`config.mk`:
```
export PLATFORM = sky130hd
export DESIGN_NAME = cla_adder
export DESIGN_NICKNAME = d
export VERILOG_FILES = /design/src/rtl/cla_adder.sv
export SDC_FILE = /design/constraint.sdc
export NUM_CORES = 1
export LEC_CHECK = 0
export ABC_AREA = 1
export BUFFER_PORTS_ARGS = -buffer_cell sky130_fd_sc_hd__buf_2
export CAP_MARGIN = 20
export CORE_UTILIZATION = 35
export CTS_BUF_LIST = sky130_fd_sc_hd__clkbuf_4 sky130_fd_sc_hd__clkbuf_8
export CTS_CLUSTER_DIAMETER = 150
export DETAILED_ROUTE_END_ITERATION = 16
export PLACE_DENSITY = 0.61
export SYNTH_ARGS = -nofsm -noshare
export SYNTH_HDL_FRONTEND = slang
export SYNTH_SLANG_ARGS = --single-unit
```
`constraint.sdc`:
```
create_clock -name clk -period 1.7 [get_ports clk]
set_clock_uncertainty 0.1 [all_clocks]
set_input_delay 0.17 -clock clk [delete_from_list [all_inputs] [get_ports clk]]
set_output_delay 0.17 -clock clk [all_outputs]
set_load 0.01 [all_outputs]
```
`src/rtl/cla_adder.sv`:
```
// Registered two-level carry-lookahead adder: 4-bit groups, 16-bit super-groups.
// One-cycle latency, with group propagate/generate and signed overflow flags.
module cla_adder #(
    parameter int WIDTH = 4
) (
    input  logic             clk,
    input  logic             rst,
    input  logic             in_valid,
    input  logic [WIDTH-1:0] a,
    input  logic [WIDTH-1:0] b,
    input  logic             c_in,
    output logic             out_valid,
    output logic [WIDTH-1:0] s,
    output logic             c_out,
    output logic             grp_p,
    output logic             grp_g,
    output logic             ovf
);

    localparam int NG  = (WIDTH + 3) / 4;
    localparam int NSG = (NG + 3) / 4;

    if ((WIDTH % 4) != 0 || WIDTH < 4 || WIDTH > 64) begin : g_bad_width
        $error("cla_adder: WIDTH must be a multiple of 4 in 4..64");
    end

    // Flattened 4-way lookahead; returns {c4, c3, c2, c1, c0} with c0 = cin.
    function automatic logic [4:0] la4(
        input logic [3:0] g,
        input logic [3:0] p,
        input logic       cin
    );
        logic [4:0] c;
        c[0] = cin;
        c[1] = g[0] | (p[0] & cin);
        c[2] = g[1] | (p[1] & g[0]) | (p[1] & p[0] & cin);
        c[3] = g[2] | (p[2] & g[1]) | (p[2] & p[1] & g[0])
             | (p[2] & p[1] & p[0] & cin);
        c[4] = g[3] | (p[3] & g[2]) | (p[3] & p[2] & g[1])
             | (p[3] & p[2] & p[1] & g[0])
             | (p[3] & p[2] & p[1] & p[0] & cin);
        return c;
    endfunction

    logic [WIDTH-1:0] w_g;
    logic [WIDTH-1:0] w_p;
    logic [WIDTH:0]   w_c;
    logic [WIDTH-1:0] w_s;
    logic [NSG*4-1:0] w_gg;
    logic [NSG*4-1:0] w_gp;
    logic [NSG*4-1:0] w_gc;
    logic [NSG-1:0]   w_sgg;
    logic [NSG-1:0]   w_sgp;
    logic [NSG:0]     w_sc;
    logic [NSG:0]     w_sg;
    logic [4:0]       w_t;

    // Padding groups beyond NG pass carries straight through (GG=0, GP=1).
    always_comb begin
        w_g   = a & b;
        w_p   = a ^ b;
        w_gg  = '0;
        w_gp  = '1;
        w_gc  = '0;
        w_sgg = '0;
        w_sgp = '0;
        w_sc  = '0;
        w_sg  = '0;
        w_c   = '0;
        w_t   = '0;
        for (int k = 0; k < NG; k++) begin
            w_t     = la4(w_g[4*k +: 4], w_p[4*k +: 4], 1'b0);
            w_gg[k] = w_t[4];
            w_gp[k] = &w_p[4*k +: 4];
        end
        w_sc[0] = c_in;
        w_sg[0] = 1'b0;
        for (int j = 0; j < NSG; j++) begin
            w_t        = la4(w_gg[4*j +: 4], w_gp[4*j +: 4], 1'b0);
            w_sgg[j]   = w_t[4];
            w_sgp[j]   = &w_gp[4*j +: 4];
            w_sc[j+1]  = w_sgg[j] | (w_sgp[j] & w_sc[j]);
            w_sg[j+1]  = w_sgg[j] | (w_sgp[j] & w_sg[j]);
            w_t        = la4(w_gg[4*j +: 4], w_gp[4*j +: 4], w_sc[j]);
            w_gc[4*j +: 4] = w_t[3:0];
        end
        for (int k = 0; k < NG; k++) begin
            w_t = la4(w_g[4*k +: 4], w_p[4*k +: 4], w_gc[k]);
            w_c[4*k +: 4] = w_t[3:0];
        end
        w_c[WIDTH] = w_sc[NSG];
        w_s        = w_p ^ w_c[WIDTH-1:0];
    end

    logic             r_valid;
    logic [WIDTH-1:0] r_s;
    logic             r_c_out;
    logic             r_grp_p;
    logic             r_grp_g;
    logic             r_ovf;

    always_ff @(posedge clk) begin
        if (rst) begin
            r_valid <= 1'b0;
            r_s     <= '0;
            r_c_out <= 1'b0;
            r_grp_p <= 1'b0;
            r_grp_g <= 1'b0;
            r_ovf   <= 1'b0;
        end else begin
            r_valid <= in_valid;
            if (in_valid) begin
                r_s     <= w_s;
                r_c_out <= w_c[WIDTH];
                r_grp_p <= &w_p;
                r_grp_g <= w_sg[NSG];
                r_ovf   <= w_c[WIDTH-1] ^ w_c[WIDTH];
            end
        end
    end

    assign out_valid = r_valid;
    assign s         = r_s;
    assign c_out     = r_c_out;
    assign grp_p     = r_grp_p;
    assign grp_g     = r_grp_g;
    assign ovf       = r_ovf;

endmodule

```
==> results_dict.tcl <==
set metrics [dict create \
    gr-total-overflow 0 \
    dieArea_um2 1710 \
    portBuffers 20 \
    final_cell_mix "buf_2, nand2_1, inv_1" \
    path_clk_slew_ns 0.07 \
    worstHoldEndpoint "grp_p$_SDFFE_PP0P_" \
    htreeDepth 1 \
    hold_ws_ns 0.0432 \
    ir_worst_vdd_mv 0.379 \
    start_util 0.397 \
    synthMuxAreaShare 0 \
    area_growth_pct 25.6 \
    synth_area_leader_cell "dfxtp_1" \
    p_int_mw 0.376 \
    diodes 0 \
    worst_ep_arrival_time_ns 1.23 \
    critical_path_class "input port to flop" \
    drive_above_1_share 0.307 \
    cts.sinks 9 \
    final.setup.tns_ns 0 \
    post_cts.repair.setup_buffers 0 \
    leakage_nw 0.394 \
    synthXorXnorAreaFrac 0.0323 \
    synth_top_family_by_area "simple AND/OR/NAND/NOR gates" \
    power_density_nw_per_um2 799 \
    synth_fa_ha_area_frac 0.129 \
    setup_viol_count_final 0 \
    hold_viol 0 \
    synth_top_area_frac 0.332 \
    antenna_found_initial 0 \
    switchingPower_mw 0.169 \
    grt_pass1_wl_um 1580 \
    synth-seq-cells 9 \
    core.rowCount 13 \
    cts_tree "built" \
    timing.rr.start "grp_g$_SDFFE_PP0P_" \
    slew_headroom 0.861 \
    pwr-share-clk 0.304 \
    setup_ws_ns 0.542 \
    rsz0062_at_grt "false" \
    holdPathStages 2 \
    seq_area_um2 180 \
    grt_pass1_vias 393 \
    seq_power_share 0.430 \
    clk_latency_ns 0.26 \
    gp_congestion 0.860 \
    fp.dieH_um 41.4 \
    crit_path_start "a[1]" \
    final-max-slew-violation-count 0 \
    multi_input_area_um2 307 \
    synth_cell_types 18 \
    drc 0 \
    worst-r2r-cell-count 4 \
    grtUsageTotal 0.147 \
    regToRegSetupSlack_ns 0.94 \
    timing.final.crit_share 0.681 \
    grt_max_degree 15 \
    nFillCells 159 \
    hold_path_class "input port to flop" \
    syn_nets 95 \
    period_minus_slack_ns 1.16 \
    p_comb_frac 0.266 \
    drv_cap 0 \
    syn_inst 78 \
    timing.fmax_ghz 0.864 \
    post_dp_cell_area_um2 654 \
    cts.root.buffer_cell "clkbuf_4" \
    status "finished clean" \
    ant_nets 0 \
    tightest_slew_ns 0.206 \
    seq_area_frac_synth 0.332 \
    detail_route.first_pass.iterations 3 \
    switching_share 0.310 \
    drtIter0Drc 2 \
    synth_compound_area_frac 0.118 \
    cts_hold_buf 0 \
    cts_buffers 3 \
    ctsLongestPathBuffers 2 \
    cts_resized 0 \
    start_kind "input port" \
    synth.area.top_cells "dfxtp_1, nand2_1, ha_1" \
    hold_start "rst" \
    synthSimpleGateAreaFrac 0.286 \
    wl_per_cell_um 8.87 \
    critPathMaxFanout 5 \
    syn_area_um2 543 \
    hpwlAfterDp_um 849 \
    avgSynthCellArea_um2 6.96 \
    ios 21 \
    finalWirelength_um 1030 \
    nNetsFinal 119 \
    r2r-end "grp_g$_SDFFE_PP0P_" \
    final_common_cell "buf_2" \
    cp.required_ns 1.77 \
    dr_total_vias 527 \
    core-area_um2 1370 \
    synth_warnings 0 \
    die_width_um 41.4 \
    cp-end-kind "flop" \
    post_drt_via_cell_ratio 4.54 \
    p_total_mw 0.545 \
    postLayoutCellArea_um2 682 \
    preCtsSetupSlack_ns 0.254 \
]
-- routing by layer --
metal / GRT usage / routed length [um] / vias to the layer above
met3: 0.0798 / 49 / 2
li1: - / - / 288
met4: 0.0484 / 8 / 0
met2: 0.211 / 444 / 11
met1: 0.187 / 527 / 226
met5: 0 / 0 / -
-- state kept, by name (all words and copies together), names as in the netlist --
signal	flops
s	4
out_valid	1
grp_g	1
ovf	1
c_out	1
grp_p	1
-- stage by stage --
| stage | instances | util |
|---|---|---|
| final | 116 | 0.499 |
| after detailed placement | 112 | 0.479 |
| after CTS | 116 | 0.499 |
| after global routing | 116 | 0.499 |
| after global placement | 112 | 0.479 |
| after floorplan | 78 | - |
-- power groups by stage --
stage	clock [mW]	combinational (mW)	sequential, mW
6_report	0.165	0.145	0.234
4_1_cts	0.174	0.147	0.234
5_1_grt	0.188	0.165	0.237
2_1_floorplan	0	0.0903	0.248
3_5_place_dp	0	0.147	0.239
3_3_place_gp	0	0.145	0.239
-- area by class of cell --
cell class | count | area share
sequential | 9 | 0.264
clock buffer | 3 | 0.0330
clock inverter | 1 | 0.00734
timing repair buffer | 20 | 0.147
inverter | 13 | 0.0716
tap | 15 | 0.0275
multi-input combinational | 55 | 0.450
-- worst max-delay path by stage --
stage                              endpoint  slack [ns]  cells after the start
after floorplan           s[2]$_SDFFE_PP0P_        0.46                      8
after global placement    s[2]$_SDFFE_PP0P_        0.25                      9
after detailed placement  s[2]$_SDFFE_PP0P_        0.25                      9
after CTS                 s[2]$_SDFFE_PP0P_        0.54                      9
after global routing      s[2]$_SDFFE_PP0P_        0.45                      9
final                     s[2]$_SDFFE_PP0P_        0.54                      9
-- Yosys cell counts (all sizes together) --
cell and instances:
ha 4, inv 13, o21ai 6, nor2 15, nand2 17, nand3 1, nand4 2, nor3 1
buf 1, fa 1, a21oi 6, dfxtp 9, xnor2 1, xor2 1
-- worst max-delay path, stage by stage --
cell	delay [ns]
buf_2	0.10
ha_1	0.37
nand2_1	0.09
nand2_1	0.06
nor2_1	0.13
xor2_1	0.16
nand2_1	0.07
nand2_1	0.06
inv_1	0.03
-- kinds of logic (layout without fill, tap and decap cells) --
group / count (synthesis) / after routing
simple gates: 36 / 36
xor+xnor: 2 / 2
fa+ha+maj: 5 / 5
buf+inv: 14 / 37
flops: 9 / 9
compound gates: 12 / 12
No activity file was read; power rests on OpenSTA's default activity.
